**config.mk**
```make
export PLATFORM = sky130hd
export DESIGN_NAME = keypad_entry_buffer
export DESIGN_NICKNAME = d
export VERILOG_FILES = /design/src/rtl/keypad_entry_buffer.sv
export SDC_FILE = /design/constraint.sdc
export NUM_CORES = 1
export LEC_CHECK = 0
export BUFFER_PORTS_ARGS = -buffer_cell sky130_fd_sc_hd__buf_2
export CELL_PAD_IN_SITES_DETAIL_PLACEMENT = 1
export CELL_PAD_IN_SITES_GLOBAL_PLACEMENT = 1
export CORE_MARGIN = 1
export CORE_UTILIZATION = 42
export CTS_CLUSTER_DIAMETER = 120
export DETAILED_ROUTE_END_ITERATION = 12
export PLACE_DENSITY_LB_ADDON = 0.25
export RECOVER_POWER = 100
export SLEW_MARGIN = 30
export SYNTH_ARGS = -nofsm -noshare
export SYNTH_HDL_FRONTEND = slang
export SYNTH_SLANG_ARGS = --single-unit
```
**constraint.sdc**
```tcl
create_clock -name clk -period 3.1 [get_ports clk]
set_input_delay 0.31 -clock clk [delete_from_list [all_inputs] [get_ports clk]]
set_output_delay 0.31 -clock clk [all_outputs]
set_load 0.01 [all_outputs]
```
**src/rtl/keypad_entry_buffer.sv**
```systemverilog
// Keypad entry buffer: synchronises and debounces scanner keys, shifts digits into a
// 4-digit entry register, and scans them onto a 4-anode seven-segment display.
// Optional feature macro: LEADING_ZERO_BLANK_EN (blank leading zeros above the rightmost digit).
module keypad_entry_buffer #(
    parameter int DEBOUNCE_CYCLES = 1000000,
    parameter int REFRESH_CYCLES  = 100000,
    parameter bit CMD_KEYS        = 1'b1
) (
    input  logic        clk,
    input  logic        rst,
    input  logic [3:0]  key_val,
    input  logic        key_valid,
    output logic        press_pulse,
    output logic [15:0] digits,
    output logic [3:0]  an,
    output logic [6:0]  seg
);

    localparam int DB_W = (DEBOUNCE_CYCLES > 2) ? $clog2(DEBOUNCE_CYCLES) : 1;
    localparam int RF_W = (REFRESH_CYCLES > 2) ? $clog2(REFRESH_CYCLES) : 1;
    localparam logic [DB_W-1:0] DB_MAX = DB_W'(DEBOUNCE_CYCLES - 1);
    localparam logic [RF_W-1:0] RF_MAX = RF_W'(REFRESH_CYCLES - 1);

    localparam logic [3:0] KEY_CLEAR     = 4'hF;
    localparam logic [3:0] KEY_BACKSPACE = 4'hE;

    typedef enum logic [1:0] {
        IDLE,
        PRESS_WAIT,
        HELD,
        RELEASE_WAIT
    } state_t;

    // Active-low gfedcba pattern for one hex digit.
    function automatic logic [6:0] hex_to_seg(input logic [3:0] d);
        logic [6:0] s;
        case (d)
            4'h0: s = 7'b1000000;
            4'h1: s = 7'b1111001;
            4'h2: s = 7'b0100100;
            4'h3: s = 7'b0110000;
            4'h4: s = 7'b0011001;
            4'h5: s = 7'b0010010;
            4'h6: s = 7'b0000010;
            4'h7: s = 7'b1111000;
            4'h8: s = 7'b0000000;
            4'h9: s = 7'b0010000;
            4'hA: s = 7'b0001000;
            4'hB: s = 7'b0000011;
            4'hC: s = 7'b1000110;
            4'hD: s = 7'b0100001;
            4'hE: s = 7'b0000110;
            default: s = 7'b0001110;
        endcase
        return s;
    endfunction

    // ------------------------------------------------------------------
    // Input synchroniser and debounce counter
    // ------------------------------------------------------------------
    logic            valid_s1, valid_s2;
    logic [3:0]      val_s1, val_s2;
    logic [4:0]      prev_key;
    logic [DB_W-1:0] db_cnt;
    logic            key_changed;
    logic            db_stable;

    assign key_changed = ({valid_s2, val_s2} != prev_key);
    assign db_stable   = (db_cnt == DB_MAX);

    // NOTE: every clocked process uses non-blocking (<=) assignments so all
    // registers sample the pre-edge values of each other, exactly like hardware.
    always_ff @(posedge clk or posedge rst) begin
        if (rst) begin
            valid_s1 <= 1'b0;
            valid_s2 <= 1'b0;
            val_s1   <= 4'h0;
            val_s2   <= 4'h0;
            prev_key <= 5'h00;
            db_cnt   <= '0;
        end else begin
            valid_s1 <= key_valid;
            valid_s2 <= valid_s1;
            val_s1   <= key_val;
            val_s2   <= val_s1;
            prev_key <= {valid_s2, val_s2};
            if (key_changed) begin
                db_cnt <= '0;
            end else if (!db_stable) begin
                db_cnt <= db_cnt + DB_W'(1);
            end
        end
    end

    // ------------------------------------------------------------------
    // Press/release FSM
    // ------------------------------------------------------------------
    state_t state, state_nxt;
    logic   press_accept;

    always_ff @(posedge clk or posedge rst) begin
        if (rst) begin
            state <= IDLE;
        end else begin
            state <= state_nxt;
        end
    end

    // NOTE: defaults are assigned before the case so no path leaves an output
    // unassigned, which would otherwise infer a latch.
    always_comb begin
        state_nxt    = state;
        press_accept = 1'b0;
        case (state)
            IDLE: begin
                if (valid_s2) begin
                    state_nxt = PRESS_WAIT;
                end
            end
            PRESS_WAIT: begin
                if (!valid_s2) begin
                    state_nxt = IDLE;
                end else if (db_stable) begin
                    state_nxt    = HELD;
                    press_accept = 1'b1;
                end
            end
            HELD: begin
                // Code changes while held are deliberately ignored.
                if (!valid_s2) begin
                    state_nxt = RELEASE_WAIT;
                end
            end
            RELEASE_WAIT: begin
                if (valid_s2) begin
                    state_nxt = HELD;
                end else if (db_stable) begin
                    state_nxt = IDLE;
                end
            end
            default: state_nxt = IDLE;
        endcase
    end

    // ------------------------------------------------------------------
    // Entry register
    // ------------------------------------------------------------------
    logic [15:0] digits_nxt;

    always_comb begin
        digits_nxt = digits;
        if (press_accept) begin
            if (CMD_KEYS && (val_s2 == KEY_CLEAR)) begin
                digits_nxt = 16'h0000;
            end else if (CMD_KEYS && (val_s2 == KEY_BACKSPACE)) begin
                digits_nxt = {4'h0, digits[15:4]};
            end else begin
                digits_nxt = {digits[11:0], val_s2};
            end
        end
    end

    always_ff @(posedge clk or posedge rst) begin
        if (rst) begin
            digits      <= 16'h0000;
            press_pulse <= 1'b0;
        end else begin
            digits      <= digits_nxt;
            press_pulse <= press_accept;
        end
    end

    // ------------------------------------------------------------------
    // Display scan
    // ------------------------------------------------------------------
    logic [RF_W-1:0] rf_cnt;
    logic [1:0]      scan_idx;
    logic [1:0]      idx_nxt;
    logic            scan_wrap;
    logic [3:0]      cur_digit;
    logic            blank;

    assign scan_wrap = (rf_cnt == RF_MAX);
    assign idx_nxt   = scan_wrap ? (scan_idx + 2'd1) : scan_idx;

    always_comb begin
        cur_digit = digits[3:0];
        case (idx_nxt)
            2'd1:    cur_digit = digits[7:4];
            2'd2:    cur_digit = digits[11:8];
            2'd3:    cur_digit = digits[15:12];
            default: cur_digit = digits[3:0];
        endcase
    end

`ifdef LEADING_ZERO_BLANK_EN
    // Blank a position when it and every digit above it are zero; index 0 always shows.
    always_comb begin
        blank = 1'b0;
        case (idx_nxt)
            2'd1:    blank = (digits[15:4] == 12'h000);
            2'd2:    blank = (digits[15:8] == 8'h00);
            2'd3:    blank = (digits[15:12] == 4'h0);
            default: blank = 1'b0;
        endcase
    end
`else
    assign blank = 1'b0;
`endif

    // an and seg are both derived from idx_nxt so they switch on the same edge as the index.
    always_ff @(posedge clk or posedge rst) begin
        if (rst) begin
            rf_cnt   <= '0;
            scan_idx <= 2'd0;
            an       <= 4'b1110;
            seg      <= 7'b1000000;
        end else begin
            rf_cnt   <= scan_wrap ? '0 : (rf_cnt + RF_W'(1));
            scan_idx <= idx_nxt;
            an       <= ~(4'b0001 << idx_nxt);
            seg      <= blank ? 7'b1111111 : hex_to_seg(cur_digit);
        end
    end

endmodule
```
Word level (Yosys, flattened, before mapping)

Memory sizes are Yosys's and may differ from the RTL's. A register that Yosys moved wholly into a read port is not among the register bits.
Cells that the tools add are included.

Equality and inequality tests: 16
$add $sub $neg: 3
Reductions and logical operators: 2
Shift-type cells: 1
Muxes and demuxes: 17
Bitwise operators: 1

Operators by type and width:

| cell                                             | number |
|---|---|
| two-way mux 20 bit                               | 2 |
| two-way mux 16 bit                               | 2 |
| adder 20 x 1 -> 20 bit (second input constant)   | 1 |
| == test 20 bit (second input constant)           | 1 |
| adder 17 x 1 -> 17 bit (second input constant)   | 1 |
| == test 17 bit (second input constant)           | 1 |
| two-way mux 17 bit                               | 1 |
| two-way mux 2 bit                                | 7 |
| case mux 4 bit (3 select lines)                  | 1 |
| == test 2 bit (second input constant)            | 4 |
| == test 4 bit (second input constant)            | 2 |
| case mux 2 bit (4 select lines)                  | 1 |
| inequality test 2 bit (second input constant)    | 3 |
| inequality test 3 bit (second input constant)    | 2 |
| inequality test 5 bit                            | 1 |
| == test 2 x 1 -> 1 bit (second input constant)   | 2 |
| NOT 4 bit                                        | 1 |
| AND reduction 4 bit                              | 1 |
| << shifter 1 x 2 -> 4 bit (first input constant) | 1 |
| two-way mux 1 bit                                | 3 |
| adder 2 x 1 -> 2 bit (second input constant)     | 1 |
| zero test 2 bit                                  | 1 |

Memories kept: 1
Word-level logic and storage cells: 53
Bits of input ports: 7
Bits in read-only memories: 112
Register bits after elaboration: 77

Memory list:

| name             | words | bits a word | rd ports | clocked after memory_dff | write ports | line | source |
|---|---|---|---|---|---|---|---|
| (name not given) | 16    | 7           | 1        | 1                        | 0           | 37   | `case (d)` |

Depth between registers and ports, before layout

Gate-level depths: netlist (run 1).

Depth in word-level cells: 4
Gate-level depth with buffers: 12
Gate-level depth less buffers: 12

Worst setup path after synthesis (run 1)

No wires, ideal clock.

Path kind: flip-flop to flip-flop
From: reg rf_cnt[11]
To: reg seg[0]
Clock period less this slack: 2.971 ns
Path slack: 0.129 ns
Arrival: 2.844 ns
Cell stages (with the launch flop): 10
Path buffers: 0
Cells stage by stage: dfrtp_1 or4_4 nor4_4 xnor2_1 nor2_1 a221oi_1 inv_1 ha_1 nor3b_1 a211oi_1

Longest elaborated chain between the ends: 4
Elaborated cells on any way between the ends: 6
Those cells by class: eq/ne (4); mux (2)

Ends and longest elaborated chain:

| what                                                           | line | source |
|---|---|---|
| start: declaration                                             | 176  | `logic [RF_W-1:0] rf_cnt;` |
| start signal: assignment                                       | 219  | `rf_cnt <= scan_wrap ? '0 : (rf_cnt + RF_W'(1));` |
| == test 17 bit (*)                                             | 183  | `assign scan_wrap = (rf_cnt == RF_MAX);` |
| two-way mux 2 bit (*)                                          | 184  | `assign idx_nxt = scan_wrap ? (scan_idx + 2'd1) : scan_idx;` |
| == test 2 bit / == test 2 x 1 -> 1 bit (equally long branches) | 188  | `case (idx_nxt)` |
| case mux 4 bit (3 select lines) (*)                            | 188  |  |
| end: declaration                                               | 16   | `output logic [6:0] seg` |

Mark *: on every way between the ends. The rest lies on a longest branch, timed or not.
A chain may end at the register's enable or synchronous reset.

Worst setup path in the final report (run 1)

From: reg rf_cnt[5]
To: reg seg[0]

The elaborated chain is that of the path after synthesis.

==> metrics.md, run 1 <==
| Metric | Value |
|---|---|
| LEAKAGE | 1.913 nW |
| Most common cell after layout, fill and taps aside | dfrtp_1 |
| Average wire per cell in the routed design | 16.19 um |
| R2R Path End | seg[0]$_DFF_PP0_ |
| CTS root buf | clkbuf_8 |
| First drt pass iteration count | 4 |
| Clock transition at path regs | 0.09 ns |
| Final instance area | 0.004452 mm^2 |
| Synthesis-to-layout area growth | 12.35% |
| CTS Buf Count | 9 |
| CP max stage cell | or4b_1 |
| Crit end category | flop |
| Met2 Usage GRT | 33.03% |
| Fmax | 0.3389 GHz |
| Antenna violations before repair | 0 |
| Gr busiest metal | met2 |
| Clock sinks | 84 |
| Routed vias/inst | 5.337 |
| Buffers on Ports | 34 |
| Crit Path Max Fanout | 14 |
| Worst-path cell chain | or4b_1 > or4_1 > clkbuf_1 > mux2i_4 > o2111ai_4 > nor3b_1 > a211oi_1 |
| Share of post-route cells with drive strength above 1 | 11.35% |
| Async S/R FF share, synth | 100.0% |
| Commonest cells after routing, fill and taps aside | 80 x dfrtp_1, 37 x nand2_1, 34 x nor2_1, 34 x clkbuf_1, 23 x o21ai_0 |
| Core area | 0.009196 mm^2 |
| Clk_skew | 0.01124 ns |
| Status | completed |
| Total Routing Usage GR | 19.78% |
| Diode count | 0 |
| Slew at the pin closest to its max-slew limit | 1.455 ns |
| R2R Setup Slk | 0.15 ns |
| CTS max path bufs | 2 |
| Die span in y | 99.13 um |
| CTS tree | yes |
| Largest net degree at the start of global routing | 34 |
| CP max stage delay | 0.62 ns |
| Synth warn | 0 |
| Layout Nets | 433 |
| Peak supply drop | 0.2074 mV |
| Max Cap Viol | 0 |
| Hold Vio Cnt, Final | 0 |
| Initial Util | 43.09% |
| Fillers | 1027 |
| Sequential area share after synthesis | 53.17% |
| First-pass GRT wire length | 15270 um |
| Global Route met3 Usage | 2.530% |
| FF+latch area | 0.002107 mm^2 |
| Mapped Cells | 376 |
| Number of global-route vias before repair | 3037 |
| Worst min path class | in -> reg |
| Flops & latches, synth | 84 |
| CP startpoint kind | flop |
| Via count | 2850 |
| # rows | 35 |
| Crit path time final | 2.951 ns |
| Worst hold start | key_val[2] |
| Worst skew pair latency | 0.36 ns |
| Hpwl dp | 6135 um |
| Width of the die | 99.13 um |
| Hold Path Depth | 1 |
| Top FF cell, synth | dfrtp_1 |
| M1 GR Usage | 26.89% |
| Initial DRC Count | 126 |
| WS Path Type | reg -> reg |
| Syn Area/Cell | 10.54 um^2 |
| Hold slack | 0.04772 ns |
| Reg2Reg Depth | 7 |
| Worst Hold End | val_s1[2]$_DFF_PP0_ |
| Arr. time, crit path | 3.21 ns |
| Finish-stage setup viols | 0 |
| CTS H-tree depth | 3 |
| Cts hold-fix bufs | 0 |
| RePlAce Congestion | 0.8035 |
| Placed cells | 518 |
| RR Startpoint | rf_cnt[5]$_DFF_PP0_ |
| Post-route DRC | 0 |
| Fin crit share | 95.19% |
| Final core occ | 48.41% |
| Total power draw | 1.992 mW |
| Top Ports | 35 |
| Slew Viols, Final | 0 |
| Number of flops mapped to enable cells by yosys | 0 |
| Mapped cell area | 0.003963 mm^2 |
| P per Cell Area | 447.5 mW/mm^2 |
| Worst slew margin | 2.483% |
| Fin cells | 534 |
| Detail Route Antenna Nets | 0 |
| WL final | 8644 um |
| Grt ovf | 0 |
| Mapped Nets | 391 |
| Die area | 0.009827 mm^2 |
| Footprint of the multi-input gates | 0.001758 mm^2 |
| Count of cell types in the netlist | 51 |
| Postcts setup bufs | 0 |
| Dpl cell area | 0.004284 mm^2 |
| Data required, critical path | 3.36 ns |
## cells by family after synthesis
family                     synth area share, %
and+or+nand+nor                          20.18
buffers and inverters                    2.936
muxes                                    4.957
adders and majority gates                2.526
DFF                                      53.17
AOI/OAI and AO/OA                        8.052
xor gates and xnor gates                 8.178
## flip-flops by register name, summed over array words and instances, names as in the netlist, 2 cells and up, named ones only
| signal | flops |
|---|---|
| an | 4 |
| rf_cnt | 17 |
| prev_key | 5 |
| val_s1 | 4 |
| scan_idx | 2 |
| seg | 7 |
| db_cnt | 20 |
| val_s2 | 4 |
| digits | 16 |
## per-stage QoR
| step | setup slack, ns | TNS (ns) |
|---|---|---|
| floorplan | 0.1287 | 0 |
| global placement | 0.2558 | 0 |
| detailed placement | 0.1664 | 0 |
| CTS | 0.09192 | 0 |
| global route | -0.009190 | -0.01822 |
| finish | 0.1491 | 0 |
## synth_stat cells, types with 2 or more instances
library cell | count | area share [%]
nor2b_1 | 5 | 0.79
nor3b_1 | 13 | 2.5
mux2_2 | 3 | 0.85
nand3_1 | 19 | 2.4
or2_2 | 2 | 0.32
nand2_1 | 37 | 3.5
o22ai_1 | 2 | 0.32
o21ai_0 | 23 | 2.9
nand2b_1 | 4 | 0.63
inv_1 | 13 | 1.2
ha_1 | 8 | 2.5
a21oi_1 | 12 | 1.5
o21bai_1 | 2 | 0.38
dfstp_2 | 4 | 2.7
mux2i_1 | 14 | 3.5
a31oi_1 | 2 | 0.32
or4_1 | 2 | 0.38
nand4_1 | 6 | 0.95
xnor2_1 | 19 | 4.2
clkbuf_1 | 8 | 0.76
nor2_1 | 34 | 3.2
nor4_1 | 2 | 0.32
nor3_1 | 6 | 0.76
or3_1 | 3 | 0.47
xor2_1 | 18 | 4.0
and2_1 | 2 | 0.32
dfrtp_1 | 80 | 51
buf_2 | 3 | 0.38
or4b_2 | 2 | 0.51
and3_1 | 7 | 1.1
## report_power, final
group          total [mW]  switching, mW  internal (mW)  leakage (nW)
registers            1.12         0.0110           1.11          1.11
logic              0.0421         0.0326        0.00951         0.706
clock network       0.833          0.448          0.385        0.0984
total                1.99          0.491           1.50          1.91
## final cells by class
class | instances | share of cell area, %
Multi-Input combinational cell | 265 | 39.49
Timing Repair Buffer | 44 | 4.216
Inverter | 14 | 1.209
Tap cell | 111 | 3.120
Clock buffer | 9 | 2.782
Sequential cell | 84 | 47.33
Clock inverter | 7 | 1.855
## per-layer routing
metal,vias to the layer above,share of wire [%]
li1,1374,-
met1,1434,47
met2,31,50
met3,11,1.8
met4,0,1.6
met5,-,0
## worst max-delay path by stage
stage / from / endpoint / slack [ns]
3_5_place_dp: rf_cnt[11]$_DFF_PP0_ / seg[0]$_DFF_PP0_ / 0.17
6_report: rf_cnt[5]$_DFF_PP0_ / seg[0]$_DFF_PP0_ / 0.15
5_1_grt: rf_cnt[5]$_DFF_PP0_ / seg[0]$_DFF_PP0_ / -0.009
3_3_place_gp: rf_cnt[11]$_DFF_PP0_ / seg[0]$_DFF_PP0_ / 0.26
4_1_cts: rf_cnt[5]$_DFF_PP0_ / seg[0]$_DFF_PP0_ / 0.09
2_1_floorplan: rf_cnt[11]$_DFF_PP0_ / seg[0]$_DFF_PP0_ / 0.13
## critical path: cells and delay by family, from the launching register on
family,cells,cell delay (ns)
simple gates,3,1.45
compound gates,2,0.56
flops,1,0.42
buf+inv,1,0.22
mux,1,0.21
## timing repair
| action | CTS | global route |
|---|---|---|
| setup endpoints to repair | 0 | 6 |
| gates resized for setup | 0 | 3 |
| endpoints found under the hold margin | 0 | 0 |
(Power assumes the default switching activity.)
==> run 2: changes to the inputs <==
--- a/config.mk
+++ b/config.mk
@@ -8,8 +8,10 @@
 export BUFFER_PORTS_ARGS = -buffer_cell sky130_fd_sc_hd__buf_2
 export CELL_PAD_IN_SITES_DETAIL_PLACEMENT = 1
 export CELL_PAD_IN_SITES_GLOBAL_PLACEMENT = 1
+export CORE_ASPECT_RATIO = 1.4
 export CORE_MARGIN = 1
-export CORE_UTILIZATION = 42
+export CORE_UTILIZATION = 44
+export CTS_BUF_LIST = sky130_fd_sc_hd__clkbuf_4
 export CTS_CLUSTER_DIAMETER = 120
 export DETAILED_ROUTE_END_ITERATION = 12
 export PLACE_DENSITY_LB_ADDON = 0.25
==> run 2 against run 1 <==
Net effect:
- the flow now finishes with violations (capacitance limit, slew limit)
- design area fell by 0.17%
- first-iteration DRC count fell by 1.6%
- clock skew rose by 0.0081 ns
- largest cell class unchanged
- power fell by 7.9%
- flip-flop and latch count did not move
- sequential power barely moved
- routed wire length rose by 0.62%
- critical path type unchanged
- largest power group unchanged
==> metrics.md, run 2 (synthesis gave the netlist of run 1 again) <==
| Metric | Value |
|---|---|
| Status | complete, but fails checks |
| Failing checks | capacitance limit, slew limit |
| Average wire per cell in the routed design | 16.23 um (+0.25%) |
| Synthesis-to-layout area growth | 12.16% |
| WS Path Type | reg -> reg |
| Hold Path Depth | 0 (-1) |
| Core area | 0.008658 mm^2 (-5.9%) |
| Via count | 2918 (+2.4%) |
| LEAKAGE | 1.928 nW (+0.80%) |
| # rows | 40 (+14%) |
| CTS max path bufs | 2 (unchanged) |
| Slew Viols, Final | 41 (+41) |
| Worst-path cell chain | or4b_4 > nor4_1 > buf_4 > xnor2_1 > nor2_1 > a221oi_1 > buf_4 > inv_1 > ha_1 > nor3b_1 > a211oi_1 |
| Number of global-route vias before repair | 3066 (+0.95%) |
| Top flop regs | db_cnt: 20 flops, rf_cnt: 17 flops, digits: 16 flops |
| Buffers on Ports | 34 (unchanged) |
| Total power draw | 1.835 mW (-7.9%) |
| CP max stage delay | 0.56 ns (-0.06 ns) |
| Footprint of the multi-input gates | 0.001727 mm^2 (-1.8%) |
| Clk_skew | 0.01939 ns (+0.008146 ns) |
| Commonest cells after routing, fill and taps aside | 80 x dfrtp_1, 37 x nand2_1, 35 x nor2_1 |
| Placed cells | 511 (-1.4%) |
| CP max stage cell | or4b_4 |
| Peak supply drop | 0.3543 mV (+71%) |
| Max FFs per register | 20 (unchanged) |
| Crit Path Max Fanout | 6 (-8) |
| Max Cap Viol | 1 (+1) |
| R2R Setup Slk | 0.15 ns (about the same) |
| Final instance area | 0.004444 mm^2 (-0.17%) |
| Worst min path class | reg -> reg |
| P per Cell Area | 412.9 mW/mm^2 (-7.7%) |
| Total Routing Usage GR | 21.43% (+1.6 points) |
| First drt pass iteration count | 4 (unchanged) |
| Clock sinks | 84 (unchanged) |
| Crit path depth | 11 (+4) |
| FF+latch area | 0.002107 mm^2 (unchanged) |
| Die span in y | 114.3 um (+15%) |
| RSZ-0062 raised after global routing | no |
| Crit path time final | 2.954 ns (+0.003494 ns) |
| Initial DRC Count | 124 (-1.6%) |
| Worst skew pair latency | 0.44 ns (+0.08 ns) |
| CTS tree | yes |
| First-pass GRT wire length | 15210 um (-0.36%) |
| Largest net degree at the start of global routing | 45 (+32%) |
| Bufs and invs on worst path | 3 (+2) |
| Routed vias/inst | 5.444 (+2.0%) |
| Worst path top cell family by delay | simple AND/OR/NAND/NOR gates |
| Share of post-route cells with drive strength above 1 | 11.16% (-0.18 points) |
| Fin cells | 536 (+0.37%) |
| CTS root buf | clkbuf_4 |
| Most common cell after layout, fill and taps aside | dfrtp_1 |
| Hold Vio Cnt, Final | 0 (unchanged) |
| Fillers | 990 (-3.6%) |
| Clock transition at path regs | 0.15 ns (+0.06 ns) |
| Finish-stage setup viols | 0 (unchanged) |
| CTS Buf Count | 9 (unchanged) |
| Layout Nets | 440 (+1.6%) |
| Slew at the pin closest to its max-slew limit | 1.834 ns (+0.3796 ns) |
| Most common cell on crit path | buf_4 |
| Data required, critical path | 3.41 ns (+0.05 ns) |
| Width of the die | 82.21 um (-17%) |
| CP startpoint kind | flop |
| Antenna violations before repair | 1 (+1) |
| Detail Route Antenna Nets | 0 (unchanged) |
| Largest Register | db_cnt |
| Arr. time, crit path | 3.27 ns (+0.06 ns) |
| Initial Util | 45.77% (+2.7 points) |
| RePlAce Congestion | 0.8446 (+5.1%) |
| Die area | 0.009395 mm^2 (-4.4%) |
| Top Ports | 35 (unchanged) |
| Worst slew margin | -22.96% (-25 points) |
| Crit end category | flop |
| Fin crit share | 95.30% (+0.11 points) |
| Hpwl dp | 5955 um (-2.9%) |
| CTS H-tree depth | 3 (unchanged) |
| Dpl cell area | 0.004282 mm^2 (about the same) |
| WL final | 8698 um (+0.62%) |
| Reg2Reg Depth | 11 (+4) |
| Grt ovf | 0 (unchanged) |
| TNS Setup | 0 ns (unchanged) |
| Fmax | 0.3385 GHz (-0.12%) |
| Post-route DRC | 0 (unchanged) |
-- run 2: cell count changes in the layout (fill, tap and decap cells not counted), moves of 2 or more --
cell           delta
clkbuf_1          -2
clkbuf_4         +10
clkbuf_8          -9
dlygate4sd3_1     +6
-- run 2: timing repair --
item | CTS | global route
endpoints found under the hold margin | 44 | 0
setup endpoints to repair | 0 | 7
setup buffers | 0 | 2
resized for setup | 0 | 2
hold buffers | 6 | 0
-- run 2: per-layer routing --
| layer | wire [um] | track usage, % |
|---|---|---|
| met2 | 4571 | 35.81 |
| met5 | 0 | 0 |
| met1 | 3801 | 27.11 |
| met4 | 100 | 7.018 |
| met3 | 224 | 4.701 |
-- run 2: path summary, 6_finish.rpt --
| kind | from | endpoint |
|---|---|---|
| worst max-delay path | rf_cnt[5]$_DFF_PP0_ | seg[0]$_DFF_PP0_ |
| worst min-delay path | val_s1[3]$_DFF_PP0_ | val_s2[3]$_DFF_PP0_ |
| worst max register to register | rf_cnt[5]$_DFF_PP0_ | seg[0]$_DFF_PP0_ |
| worst min register to register | val_s1[3]$_DFF_PP0_ | val_s2[3]$_DFF_PP0_ |
| max in group asynchronous | rst | seg[6]$_DFF_PP1_ |
| min in group asynchronous | rst | db_cnt[11]$_DFFE_PP0P_ |
-- run 2: metrics by stage --
step	setup WS, ns	utilization (%)	hold WS [ns]
floorplan	0.1287	-	0.3312
CTS	0.004586	51.85	0.3701
finish	0.1456	51.33	0.3686
detailed placement	-0.0003375	49.45	0.3362
global placement	0.1838	49.45	0.3324
global route	0.01595	51.33	0.3846
-- run 2: final cells by class --
cell class / instances / area share, %
sequential: 84 / 47.41
multi-input combinational: 265 / 38.85
timing repair buffer: 51 / 6.194
tap: 105 / 2.956
clock inverter: 7 / 1.802
clock buffer: 9 / 1.520
inverter: 14 / 1.211
antenna: 1 / 0.05631
-- run 2: power breakdown --
group          switching [mW]  internal [mW]  total (mW)
logic                  0.0334         0.0166      0.0501
registers              0.0113           1.11        1.12
clock network           0.411          0.255       0.667
total                   0.456           1.38        1.84
-- run 2: worst register-to-register path: cells and delay by family, from the launching register on --
| kind | cells | cell delay, ns |
|---|---|---|
| AOI/OAI and AO/OA | 2 | 0.30 |
| xor gates and xnor gates | 1 | 0.23 |
| adders and majority gates | 1 | 0.26 |
| buffers and inverters | 3 | 0.47 |
| DFF | 1 | 0.44 |
| and+or+nand+nor | 4 | 1.14 |
